[config.mk]
export PLATFORM = sky130hd
export DESIGN_NAME = booth_r4_mult
export DESIGN_NICKNAME = d
export VERILOG_FILES = /design/src/rtl/booth_pkg.sv /design/src/rtl/booth_r4_enc.sv /design/src/rtl/booth_r4_mult.sv
export SDC_FILE = /design/constraint.sdc
export NUM_CORES = 1
export LEC_CHECK = 0
export ABC_AREA = 1
export CAP_MARGIN = 20
export CORE_MARGIN = 5
export CORE_UTILIZATION = 54
export DETAILED_ROUTE_END_ITERATION = 6
export GPL_TIMING_DRIVEN = 0
export PLACE_DENSITY = 0.81
export REMOVE_ABC_BUFFERS = 1
export SYNTH_ARGS = -nofsm -noshare
export SYNTH_HDL_FRONTEND = slang
export SYNTH_SLANG_ARGS = --single-unit
[constraint.sdc]
create_clock -name clk -period 3.55 [get_ports clk]
set_clock_uncertainty 0.2 [all_clocks]
set_input_delay 1.065 -clock clk [delete_from_list [all_inputs] [get_ports clk]]
set_output_delay 1.065 -clock clk [all_outputs]
set_load 0.01 [all_outputs]
[src/rtl/booth_pkg.sv]
`default_nettype none
// ============================================================================
//  Module      : booth_pkg
//  Description : Shared types and helpers for the radix-4 Booth multiplier.
//  Revision    : 1.0 - initial release
// ============================================================================
package booth_pkg;

  // Controller states
  typedef enum logic [1:0] {
    IDLE = 2'd0,
    CALC = 2'd1,
    DONE = 2'd2
  } state_t;

  // Recoded radix-4 Booth digit
  typedef enum logic [2:0] {
    D_ZERO = 3'd0,
    D_PM   = 3'd1,
    D_P2M  = 3'd2,
    D_MM   = 3'd3,
    D_M2M  = 3'd4
  } digit_t;

  // Radix-4 iterations needed for a WIDTH-bit operand extended by two bits
  function automatic int booth_iter(input int width);
    return width / 2 + 1;
  endfunction

endpackage
`default_nettype wire

[src/rtl/booth_r4_enc.sv]
`default_nettype none
// ============================================================================
//  Module      : booth_r4_enc
//  Description : Combinational radix-4 Booth recoder, {Q[1:0], q_m1} -> digit.
//  Revision    : 1.0 - initial release
// ============================================================================
module booth_r4_enc
  import booth_pkg::*;
(
  input  logic [2:0] win,
  output digit_t     digit
);

  // Map the three-bit multiplier window onto a signed digit in {-2..+2}
  always_comb begin
    digit = D_ZERO;
    case (win)
      3'b001, 3'b010: digit = D_PM;
      3'b011:         digit = D_P2M;
      3'b100:         digit = D_M2M;
      3'b101, 3'b110: digit = D_MM;
      default:        digit = D_ZERO;
    endcase
  end

endmodule
`default_nettype wire

[src/rtl/booth_r4_mult.sv]
`default_nettype none
// ============================================================================
//  Module      : booth_r4_mult
//  Description : Parametrised radix-4 Booth sequential multiplier with
//                signed/unsigned modes, start/in_ready/done handshake and an
//                overflow flag for the truncated WIDTH-bit result.
//  Revision    : 1.0 - initial release
// ============================================================================
module booth_r4_mult
  import booth_pkg::*;
#(
  parameter int WIDTH = 16
)
(
  input  logic                 clk,
  input  logic                 rst,
  input  logic                 start,
  input  logic                 signed_mode,
  input  logic [WIDTH-1:0]     mc,
  input  logic [WIDTH-1:0]     mp,
  output logic                 in_ready,
  output logic                 busy,
  output logic                 done,
  output logic [2*WIDTH-1:0]   prod,
  output logic [WIDTH-1:0]     result_lo,
  output logic [WIDTH-1:0]     result_hi,
  output logic                 ovf
);

  localparam int ITER  = booth_iter(WIDTH);
  localparam int CNT_W = $clog2(ITER + 1);
  localparam int AW    = WIDTH + 4;   // accumulator: room for +/-2M plus sign
  localparam int QW    = WIDTH + 2;   // operands extended so unsigned stays positive
  localparam int PW    = 2 * WIDTH;
  localparam logic [CNT_W-1:0] LAST_CNT = CNT_W'(ITER - 1);

  state_t           state_q, state_d;
  logic [CNT_W-1:0] cnt_q, cnt_d;
  logic [AW-1:0]    a_q, a_d;
  logic [QW-1:0]    q_q, q_d;
  logic [QW-1:0]    m_q, m_d;
  logic             qm1_q, qm1_d;
  logic             sgn_q, sgn_d;
  logic [PW-1:0]    prod_q, prod_d;
  logic             ovf_q, ovf_d;

  digit_t           digit;
  logic [AW-1:0]    m_ext;
  logic [AW-1:0]    addend;
  logic [AW-1:0]    a_sum;
  logic [AW-1:0]    a_shift;
  logic [QW-1:0]    q_shift;
  logic [PW-1:0]    prod_new;
  logic             ovf_new;
  logic [QW-1:0]    mc_ext;
  logic [QW-1:0]    mp_ext;

  booth_r4_enc u_enc (
    .win   ({q_q[1:0], qm1_q}),
    .digit (digit)
  );

  // One radix-4 step: add the recoded multiple, then shift {A,Q,q_m1} right by two
  always_comb begin
    m_ext  = {{2{m_q[QW-1]}}, m_q};
    addend = '0;
    case (digit)
      D_PM:    addend = m_ext;
      D_P2M:   addend = m_ext << 1;
      D_MM:    addend = -m_ext;
      D_M2M:   addend = -(m_ext << 1);
      default: addend = '0;
    endcase
    a_sum    = a_q + addend;
    a_shift  = {{2{a_sum[AW-1]}}, a_sum[AW-1:2]};
    q_shift  = {a_sum[1:0], q_q[QW-1:2]};
    prod_new = {a_shift[WIDTH-3:0], q_shift};
    if (sgn_q) begin
      ovf_new = !((&prod_new[PW-1:WIDTH-1]) || !(|prod_new[PW-1:WIDTH-1]));
    end else begin
      ovf_new = |prod_new[PW-1:WIDTH];
    end
  end

  // Operand extension at load: sign-extend in signed mode, zero-extend otherwise
  always_comb begin
    mc_ext = signed_mode ? {{2{mc[WIDTH-1]}}, mc} : {2'b00, mc};
    mp_ext = signed_mode ? {{2{mp[WIDTH-1]}}, mp} : {2'b00, mp};
  end

  // Controller: next state, datapath loads/updates and handshake outputs
  always_comb begin
    state_d  = state_q;
    cnt_d    = cnt_q;
    a_d      = a_q;
    q_d      = q_q;
    m_d      = m_q;
    qm1_d    = qm1_q;
    sgn_d    = sgn_q;
    prod_d   = prod_q;
    ovf_d    = ovf_q;
    in_ready = (state_q == IDLE) || (state_q == DONE);
    busy     = (state_q == CALC);
    done     = (state_q == DONE);
    case (state_q)
      IDLE, DONE: begin
        if (start) begin
          state_d = CALC;
          m_d     = mc_ext;
          q_d     = mp_ext;
          a_d     = '0;
          qm1_d   = 1'b0;
          cnt_d   = '0;
          sgn_d   = signed_mode;
        end else begin
          state_d = IDLE;
        end
      end
      CALC: begin
        a_d   = a_shift;
        q_d   = q_shift;
        qm1_d = q_q[1];
        cnt_d = cnt_q + CNT_W'(1);
        if (cnt_q == LAST_CNT) begin
          state_d = DONE;
          prod_d  = prod_new;
          ovf_d   = ovf_new;
        end
      end
      default: state_d = IDLE;
    endcase
  end

  // State and datapath registers; reset aborts any operation in flight
  always_ff @(posedge clk) begin
    if (!rst) begin
      state_q <= IDLE;
      cnt_q   <= '0;
      a_q     <= '0;
      q_q     <= '0;
      m_q     <= '0;
      qm1_q   <= 1'b0;
      sgn_q   <= 1'b0;
      prod_q  <= '0;
      ovf_q   <= 1'b0;
    end else begin
      state_q <= state_d;
      cnt_q   <= cnt_d;
      a_q     <= a_d;
      q_q     <= q_d;
      m_q     <= m_d;
      qm1_q   <= qm1_d;
      sgn_q   <= sgn_d;
      prod_q  <= prod_d;
      ovf_q   <= ovf_d;
    end
  end

  assign prod      = prod_q;
  assign result_lo = prod_q[WIDTH-1:0];
  assign result_hi = prod_q[PW-1:WIDTH];
  assign ovf       = ovf_q;

endmodule
`default_nettype wire

## Word level (Yosys, flattened, before mapping)

Index checks and enable logic that the tools add are counted.

- Add/sub/neg operators: 4
- Multipliers: 0
- Divide/modulo/power cells: 0
- Magnitude comparators: 0
- Equality and inequality tests: 15
- Shift-type cells: 0
- Multiplexer cells: 16
- Bitwise logic cells: 0
- Reductions and logical operators: 15

Operators by type and width:

| cell | number |
|---|---|
| $pmux 20 s4 | 1 |
| $mux 18 | 3 |
| $neg 20->20 | 2 |
| $pmux 20 s2 | 1 |
| $pmux 18 s2 | 1 |
| $add 20x20->20 | 1 |
| $mux 20 | 1 |
| $reduce_and 17->1 | 1 |
| $reduce_or 17->1 | 1 |
| $reduce_or 16->1 | 1 |
| $eq 3x2->1 const B | 4 |
| $eq 3x3->1 const B | 4 |
| $pmux 3 s4 | 1 |
| $pmux 4 s2 | 1 |
| $eq 3x1->1 const B | 2 |
| $reduce_and 2->1 | 3 |
| $reduce_or 2->1 | 3 |
| $add 4x1->4 const B | 1 |
| $eq 4x4->1 const B | 1 |
| $mux 4 | 1 |
| $pmux 2 s2 | 1 |
| $mux 1 | 3 |
| $eq 2x1->1 const B | 1 |
| $eq 2x2->1 const B | 1 |
| 8 further kinds | 10 |

- Flip-flop bits (word level): 97
- Bits in latches: 0
- Bits in writable memories: 0
- Memory bits (read-only): 0
- Input bits: 36
- Output and inout bits: 68
- Logic and storage cells: 59
- Memories kept: 0

## Depth between registers and ports, before layout

Gate-level depths: netlist of run 1.

- Depth in word-level cells: 11
- Mapped depth: 25
- Mapped depth without buffers: 24

## Hierarchy

A second synthesis of run 1 with hierarchy kept.

- Cell total of the unflattened synthesis: 844
- Area, all modules: 5738.0 um^2

Modules (own cells, without submodules):

| module | times used | cells an instance | area each (um^2) | seq. area each (um^2) |
|---|---|---|---|---|
| booth_r4_mult | 1 | 835 | 5693.0 | 1881.8 |
| booth_r4_enc | 1 | 9 | 45.0 | 0.0 |

## Worst setup path before layout of run 1

Ideal clock, no wire load.

- Path kind: register to register
- From: register m_q[0]
- To: register ovf_q, in the netlist ovf
- Setup time: 0.113 ns
- Data arrival time: 2.640 ns
- Required time: 3.237 ns
- Setup slack: 0.597 ns
- Cell stages (with the launch flop): 22
- Buffers on the path: 0
- Clock period less this slack: 2.953 ns
- Cells stage by stage: dfxtp_1 -> inv_1 -> ha_1 -> nand3_1 -> nor2_2 -> nand4_1 -> o21ai_0 -> nand2_1 -> o2111ai_1 -> ha_1 -> nand2_1 -> inv_1 -> nand2_1 -> inv_1 -> a21oi_2 -> nand3_1 -> nand2_1 -> nand2_2 -> nor2_2 -> nand2_1 -> nand3_1 -> nand2_1

- Word-level cells in the longest chain between the ends: 8
- Elaborated cells between the ends (all ways): 11
- Those cells by class: add/sub: 3; mux: 2; reduce/logical: 6

Ends and longest elaborated chain:

| what | RTL line | source |
|---|---|---|
| start: declaration | booth_r4_mult.sv:41 | `logic [QW-1:0] m_q, m_d;` |
| start signal: assignment | booth_r4_mult.sv:151 | `m_q <= m_d;` |
| $neg 20->20, on equally long branches | booth_r4_mult.sv:70, booth_r4_mult.sv:71 |  |
| $pmux 20 s4 * | booth_r4_mult.sv:67 | `case (digit)` |
| $add 20x20->20 * | booth_r4_mult.sv:74 | `a_sum = a_q + addend;` |
| $reduce_or 17->1 | booth_r4_mult.sv:79 | `ovf_new = !((&prod_new[PW-1:WIDTH-1]) \|\| !(\|prod_new[PW-1:WIDTH-1]));` |
| $logic_not 1->1 | booth_r4_mult.sv:79 |  |
| $logic_or 1x1->1 | booth_r4_mult.sv:79 |  |
| $logic_not 1->1 | booth_r4_mult.sv:79 |  |
| $mux 1 * | booth_r4_mult.sv:78 | `if (sgn_q) begin` |
| end signal: assignment | booth_r4_mult.sv:155 | `ovf_q <= ovf_d;` |
| end: declaration | booth_r4_mult.sv:45 | `logic ovf_q, ovf_d;` |

Every way passes the cells marked *; elsewhere a longest branch is shown, timed or not.
A chain may end at the register's enable or synchronous reset.

## Worst setup path in the final report of run 1

- From: register qm1_q
- To: register ovf_q, in the netlist ovf

- Word-level cells in the longest chain between the ends: 11
- Elaborated cells between the ends (all ways): 22
- Those cells by class: add/sub: 1; eq/ne: 10; mux: 3; reduce/logical: 8

Ends and longest elaborated chain:

| what | RTL line | source |
|---|---|---|
| start: declaration | booth_r4_mult.sv:42 | `logic qm1_q, qm1_d;` |
| start signal: assignment | booth_r4_mult.sv:152 | `qm1_q <= qm1_d;` |
| $eq 3x3->1, or another cell as far along | booth_r4_enc.sv:17 | `case (win)` |
| $reduce_or 2->1 | booth_r4_enc.sv:17 |  |
| $pmux 3 s4 * | booth_r4_enc.sv:17 |  |
| $eq 3x3->1, or another cell as far along | booth_r4_mult.sv:67 |  |
| $pmux 20 s4 * | booth_r4_mult.sv:67 |  |
| $add 20x20->20 * | booth_r4_mult.sv:74 |  |
| $reduce_or 17->1 | booth_r4_mult.sv:79 |  |
| $logic_not 1->1 | booth_r4_mult.sv:79 |  |
| $logic_or 1x1->1 | booth_r4_mult.sv:79 |  |
| $logic_not 1->1 | booth_r4_mult.sv:79 |  |
| $mux 1 * | booth_r4_mult.sv:78 |  |

Marks and branches as above.

==> results of run 1 <==
==> cell usage in the layout, fill, tap and decap left out, types with 9 or more instances in the layout <==
master,instances
nand3_1,54
o21ai_0,53
nand4_1,9
clkbuf_8,10
nand2_2,14
ha_1,19
dfxtp_1,94
a221oi_1,16
nor2_2,9
nor2_4,9
clkdlybuf4s50_1,102
nor2_1,75
o21ai_2,10
a21oi_1,57
inv_1,106
nand2_1,246
==> worst max-delay path by stage <==
| stage | from | endpoint | slack [ns] |
|---|---|---|---|
| 2_1_floorplan | rst | prod[10] | 0.19 |
| 3_3_place_gp | rst | prod[11] | -2.35 |
| 3_5_place_dp | rst | prod[1] | -0.71 |
| 4_1_cts | m_q[0] | ovf | 0.002 |
| 5_1_grt | qm1_q | ovf | -0.15 |
| 6_report | qm1_q | ovf | 0.11 |
==> logic make-up (layout without fill, tap and decap cells) <==
logic type               count (synthesis)  count (layout)  share of synthesized area
AO/OA/AOI/OAI                          168             168                      0.171
AND/OR/NAND/NOR                        435             436                      0.313
buffers and inverters                  181             247                      0.139
flip-flops                              94              94                      0.314
XOR/XNOR                                10              10                     0.0146
adder cells (fa/ha/maj)                 23              23                     0.0492
==> synthesized netlist by cell type, types with 2 or more instances <==
master,instances,area share
nand2_1,249,0.16
o2111ai_1,7,0.010
nand3_1,55,0.046
a221oi_1,16,0.023
a21oi_1,57,0.048
o211ai_1,3,0.0038
xnor2_1,3,0.0044
a221o_1,3,0.0050
buf_2,8,0.0067
nand2_4,2,0.0038
nand4_1,9,0.0094
nand2_2,12,0.013
ha_1,22,0.046
dfxtp_1,94,0.31
nor3_1,6,0.0050
a21oi_2,3,0.0044
buf_6,2,0.0038
nor2_1,79,0.049
xor2_1,7,0.010
nand3b_1,4,0.0050
nor2_4,6,0.011
o22ai_1,8,0.0083
o21ai_2,10,0.015
buf_4,33,0.041
inv_2,6,0.0038
and2_1,2,0.0021
o21ai_0,54,0.045
nor2_2,7,0.0073
inv_1,110,0.069
a211oi_1,2,0.0025
clkinv_1,2,0.0013
clkbuf_1,17,0.011
==> tightest hold or removal path, stage by stage, from the launching register on <==
cell and delay [ns]:
dfxtp_1 0.32, nand2_1 0.06, nand2_1 0.05
==> metal layers <==
metal / vias up / GRT usage / routed length (microns)
met3: 17 / 0.0533 / 1170
li1: 3056 / - / -
met2: 209 / 0.409 / 7650
met5: - / 0 / 0
met1: 2734 / 0.309 / 7100
met4: 0 / 0.0822 / 264
==> what timing repair did <==
action,in CTS,in global routing
gates cloned,0,1
endpoints found under the hold margin,0,0
gates resized for setup,7,22
setup endpoints to repair,54,27
pin swaps,0,6
buffers inserted,0,7
==> metrics by stage <==
| stage | std cells | total power (W) | hold slack, ns | cell area [sq um] | utilization |
|---|---|---|---|---|---|
| after floorplan | 849 | 0.00152 | 0.237 | 5620 | - |
| after global placement | 1092 | 0.00168 | 0.239 | 6820 | 0.627 |
| after detailed placement | 1094 | 0.00169 | 0.241 | 6870 | 0.631 |
| after CTS | 1110 | 0.00245 | 0.261 | 7100 | 0.652 |
| after global routing | 1118 | 0.00261 | 0.298 | 7230 | 0.664 |
| final | 1118 | 0.00249 | 0.263 | 7230 | 0.664 |
==> state kept, by name (all words and copies together) (netlist names) <==
name	count
q_q	18
ovf	1
m_q	17
cnt_q	4
prod	32
a_q	18
qm1_q	1
state_q	2
sgn_q	1
==> report_power, final <==
part	switching (W)	internal, W
Sequential	0.0000353	0.00110
Combinational	0.000365	0.000213
Clock	0.000430	0.000354
Total	0.000830	0.00166
==> final cells by class <==
class	instances	area share
clock buffers	11	0.0195
clock inverters	5	0.00917
inverters	119	0.0638
multi-input cells	637	0.467
flip-flops and latches	94	0.260
well taps	140	0.0242
repair buffers	112	0.156
==> key figures, run 1 <==
Job
  • Maxcap violations: 0

Logic synthesis
  • Number of flops mapped to enable cells by yosys: 0
  • Async set or reset register ratio after synthesis: 0
  • Seq/Total Area, Yosys: 0.314
  • Netlist cell types: 45
  • Yosys reg bits: 94
  • Mapped Area: 6000 sq um
  • Synth Flop Type: dfxtp_1
  • Mean Syn Cell Area: 6.59 sq um
  • Syn Inst Count: between 900 and 1000
  • Synth warn: 0

Worst setup path
  • Worst reg-to-reg setup slack: about 0.11 ns
  • CP max-delay cell: ha_1
  • R2r worst-path depth: 23
  • Max incr delay on CP: about 0.4 ns
  • CP cell instances: nor2_1 > nor2_1 > inv_1 > nor2_4 > clkinvlp_4 > clkbuf_2 > o22ai_1 > a221o_1 > ha_1 > nand2_2 > inv_1 > nand2_1 > nand2_2 > inv_1 > nand3_1 > nand2_1 > nand2_1 > inv_1 > nand3_1 > nor2_1 > nand2_1 > nand3_1 > nand2_1
  • Crit path top cell by count: nand2_1
  • Delay-heaviest family, CP: simple AND/OR/NAND/NOR gates
  • Worst Path Arrival: 3.54 ns
  • CP endpoint kind: register
  • Cell count along the critical path: 23
  • Required @ worst endpoint: 3.65 ns
  • R2r endpoint: ovf
  • CP Buf/Inv Count: 6
  • Crit path max fanout: 6
  • Crit Path Category: reg2reg
  • CP Launch Type: register
  • Critical R2R Launch: qm1_q

Floorplanning
  • Top-Level Pins: ~100
  • DIE HEIGHT: roughly 120 microns
  • Initial Util: 0.551
  • Core area: 10900 sq um
  • Die area: 13300 sq um
  • Die W: 115 microns
  • Site row count: 38

Worst hold path
  • Hold path start: ovf
  • Endpoint of the worst hold-timing path: ovf
  • Hold path depth: 2
  • HP Class: reg2reg

Routing
  • Drt pass-1 iters: 5
  • DRT Wirelength: 16200 microns
  • DRC: 0
  • Drt wl/cell: around 14 microns
  • Post-route ant nets: 0
  • Initial DRC Count: roughly 530
  • Via-to-Cell Ratio: between 5 and 6
  • Vias: roughly 6000

Clock network
  • CTS Hold Bufs: 0
  • Worst-Skew Late Latency: 0.39 ns
  • CTS buffer count: 9
  • Clock slew at reported path FFs: roughly 0.1 ns
  • Max clock buf depth: 2
  • CTS tree: yes
  • Clock Sinks: 94
  • H-tree levels: 3
  • Clock Root Buffer: clkbuf_8

Pwr
  • VDD IR max: approximately 0.28 mV
  • PwrDens: around 340 nW/um^2
  • Leak: 3.07 nW

Cells and area
  • Net count, final: a little over 1000
  • Filler Cell Count: a little over 1000
  • Register Area: between 1500 and 2000 sq um
  • Multi-input combinational cell area: 3380 sq um
  • Synthesis-to-finish area growth: 20.6%
  • Fraction of final layout cells with drive strength greater than 1: 0.0992
  • N_diodes: 0

Timing
  • Setup TNS: 0 ns
  • Fin. max-slew vios: 0
  • Max-slew headroom: 0.344
  • Final Hold Vio Count: 0
  • Crit path time final: 3.44 ns
  • Slack of the critical path: between 0.1 and 0.15 ns
  • Fmax: around 290 MHz
  • Final setup vio count: 0
  • Period utilisation layout: 0.970
  • Slew @ Worst Pin: 0.983 ns
  • RSZ-0062 raised after global routing: yes

Placement
  • Routability Congestion: a little over 0.9
  • HPWL Detailed: between 10000 and 15000 microns
  • Pre-CTS WS: -0.713 ns
  • IO Port Bufs: 103

Global routing
  • Largest net degree at the start of global routing: 38
  • Antenna violations before repair: 0
  • GR Util All Layers: 0.243
  • Vias in the first global route: about 5600
  • GRT overflow: 0
  • First-pass GRT wire length: around 26000 microns

Status
  • Outcome: finished clean
Power figures use the tool's default switching activity.
==> run 2: changes to the inputs <==
--- a/config.mk
+++ b/config.mk
@@ -6,12 +6,11 @@
 export NUM_CORES = 1
 export LEC_CHECK = 0
 export ABC_AREA = 1
-export CAP_MARGIN = 20
 export CORE_MARGIN = 5
-export CORE_UTILIZATION = 54
+export CORE_UTILIZATION = 49
 export DETAILED_ROUTE_END_ITERATION = 6
 export GPL_TIMING_DRIVEN = 0
-export PLACE_DENSITY = 0.81
+export PLACE_DENSITY = 0.75
 export REMOVE_ABC_BUFFERS = 1
 export SYNTH_ARGS = -nofsm -noshare
 export SYNTH_HDL_FRONTEND = slang
==> run 2 against run 1 <==
Sequential power is essentially flat. Non-clock buffer count grew 3. Highest routed layer unchanged. Clock power up 43%. Largest power group unchanged. Maximum frequency is 3.3% higher. Via count shrank 0.68%. Worst setup slack better by 0.11 ns. Hold slack lost 0.00072 ns. Die area up 9.3%.
==> key figures, run 2 (synthesis gave the netlist of run 1 again) <==
Status
  • Outcome: finished clean

Floorplanning
  • Site row count: 40 (+5.3%)
  • Die area: 14600 sq um (+9.3%)
  • Die W: 121 microns (+4.5%)
  • Top-Level Pins: 104 (unchanged)
  • Initial Util: 0.500 (-0.0516)
  • DIE HEIGHT: 121 microns (+4.5%)
  • Core area: 12000 sq um (+10%)

Timing
  • Period utilisation layout: 0.939 (-0.0305)
  • Slew @ Worst Pin: 0.908 ns (-0.0756 ns)
  • Slack of the critical path: 0.216 ns (+0.108 ns)
  • Fin. max-slew vios: 0 (unchanged)
  • Crit path time final: 3.33 ns (-0.108 ns)
  • Final Hold Vio Count: 0 (unchanged)
  • RSZ-0062 raised after global routing: yes
  • Max-slew headroom: 0.394 (+0.0504)
  • Final setup vio count: 0 (unchanged)
  • Fmax: 300 MHz (+3.3%)
  • Setup TNS: 0 ns (unchanged)

Clock network
  • Max clock buf depth: 2 (unchanged)
  • Worst-Skew Late Latency: 0.36 ns (-0.03 ns)
  • H-tree levels: 3 (unchanged)
  • CTS tree: yes
  • CTS Hold Bufs: 0 (unchanged)
  • Clock slew at reported path FFs: 0.08 ns (-0.02 ns)
  • Clock Sinks: 94 (unchanged)
  • CTS buffer count: 9 (unchanged)
  • Clock Root Buffer: clkbuf_16

Worst setup path
  • CP Launch Type: register
  • Crit path max fanout: 5 (-1)
  • Required @ worst endpoint: 3.60 ns (-0.05 ns)
  • R2r worst-path depth: 20 (-13%)
  • CP endpoint kind: register
  • Worst Path Arrival: 3.38 ns (-0.16 ns)
  • Crit Path Category: reg2reg

Cells and area
  • Fraction of final layout cells with drive strength greater than 1: 0.111 (+0.0119)
  • Max reg flops: 32 (unchanged)
  • Synthesis-to-finish area growth: 23.4%
  • Filler Cell Count: 1123 (+10%)
  • Final non-filler cell total: 1128 (+0.89%)
  • Net count, final: 1035 (+0.29%)
  • Commonest non-fill, non-tap cell in the layout: nand2_1
  • N_diodes: 0 (unchanged)
  • Most frequent cells in the layout: 245 x nand2_1, 105 x inv_1, 102 x clkdlybuf4s50_1

Pwr
  • VDD IR max: 0.224 mV (-21%)
  • Final Total Pwr: 0.00283 W (+13%)
  • Leak: 3.14 nW (+2.1%)
  • PwrDens: 382 nW/um^2 (+11%)

Worst hold path
  • HP Class: reg2reg
  • Hold path depth: 2 (unchanged)

Routing
  • Via-to-Cell Ratio: 5.30 (-1.6%)
  • DRT Wirelength: 16100 microns (-0.33%)
  • Drt wl/cell: 14.3 microns (-1.2%)
  • Vias: 5975 (-0.68%)
  • Initial DRC Count: 425 (-20%)
  • Post-route ant nets: 0 (unchanged)
  • Drt pass-1 iters: 5 (unchanged)
  • DRC: 0 (unchanged)

Global routing
  • Antenna violations before repair: 0 (unchanged)
  • Largest net degree at the start of global routing: 38 (unchanged)
  • Vias in the first global route: 5706 (+1.2%)
  • GR Util All Layers: 0.226 (-0.0166)
  • GRT overflow: 0 (unchanged)
  • First-pass GRT wire length: 27100 microns (+3.1%)

Placement
  • Pre-CTS WS: -0.927 ns (-0.214 ns)
  • Routability Congestion: 0.902 (-2.6%)
  • IO Port Bufs: 103 (unchanged)
  • HPWL Detailed: 12000 microns (+0.27%)
  • Placed insts: 1101 (+0.64%)

Job
  • Maxcap violations: 0 (unchanged)
-- run 2: repair_timing --
action / 4_1_cts / 5_1_grt
gates resized for setup: 7 / 31
setup endpoints to repair: 54 / 18
endpoints found under the hold margin: 0 / 0
buffers inserted: 1 / 9
pin swaps: 1 / 5
cloned: 0 / 1
-- run 2: stage by stage --
stage,hold slack (ns),utilization,instance area (sq um)
after floorplan,0.237,-,5620
after global placement,0.240,0.569,6830
after detailed placement,0.245,0.573,6880
after CTS,0.260,0.603,7240
after global routing,0.297,0.617,7410
final,0.262,0.617,7410
-- run 2: critical path, stage by stage, from the launching register on --
cell and delay [ns]:
dfxtp_1 0.32, inv_2 0.12, ha_4 0.19, nand3_2 0.13
nor2_4 0.15, nand4_1 0.15, o21ai_1 0.21, nand2_1 0.07
o2111ai_1 0.25, ha_2 0.34, buf_4 0.14, a21oi_1 0.14
nand2_1 0.10, a21oi_2 0.15, nand3_1 0.09, nand2_1 0.14
nand2_2 0.06, nor2_2 0.09, nand2_1 0.06, nand3_1 0.07
nand2_1 0.04
-- run 2: path summary, 6_finish.rpt --
| check | from | to | slack (ns) |
|---|---|---|---|
| setup / recovery | m_q[0] | ovf | 0.22 |
| hold / removal | ovf | ovf | 0.26 |
| setup reg to reg | m_q[0] | ovf | 0.22 |
| hold reg to reg | ovf | ovf | 0.26 |
-- run 2: area by class of cell --
class | count | area [sq um] | share of cell area
Timing Repair Buffer | 115 | 1150 | 0.155
Clock inverter | 6 | 100 | 0.0135
Multi-Input combinational cell | 637 | 3380 | 0.457
Inverter | 119 | 465 | 0.0628
Clock buffer | 10 | 239 | 0.0323
Sequential cell | 94 | 1880 | 0.254
Tap cell | 147 | 184 | 0.0248
-- run 2: report_power, final --
group / switching (W) / internal, W
clock: 0.000465 / 0.000651
combinational: 0.000364 / 0.000217
sequential: 0.0000356 / 0.00110
total: 0.000865 / 0.00196
-- run 2: metal layers --
layer,vias up,track usage,part of all wire
met5,-,0,0
met4,0,0.0807,0.022
met3,27,0.0552,0.060
met2,172,0.370,0.46
met1,2712,0.290,0.46
li1,3064,-,-
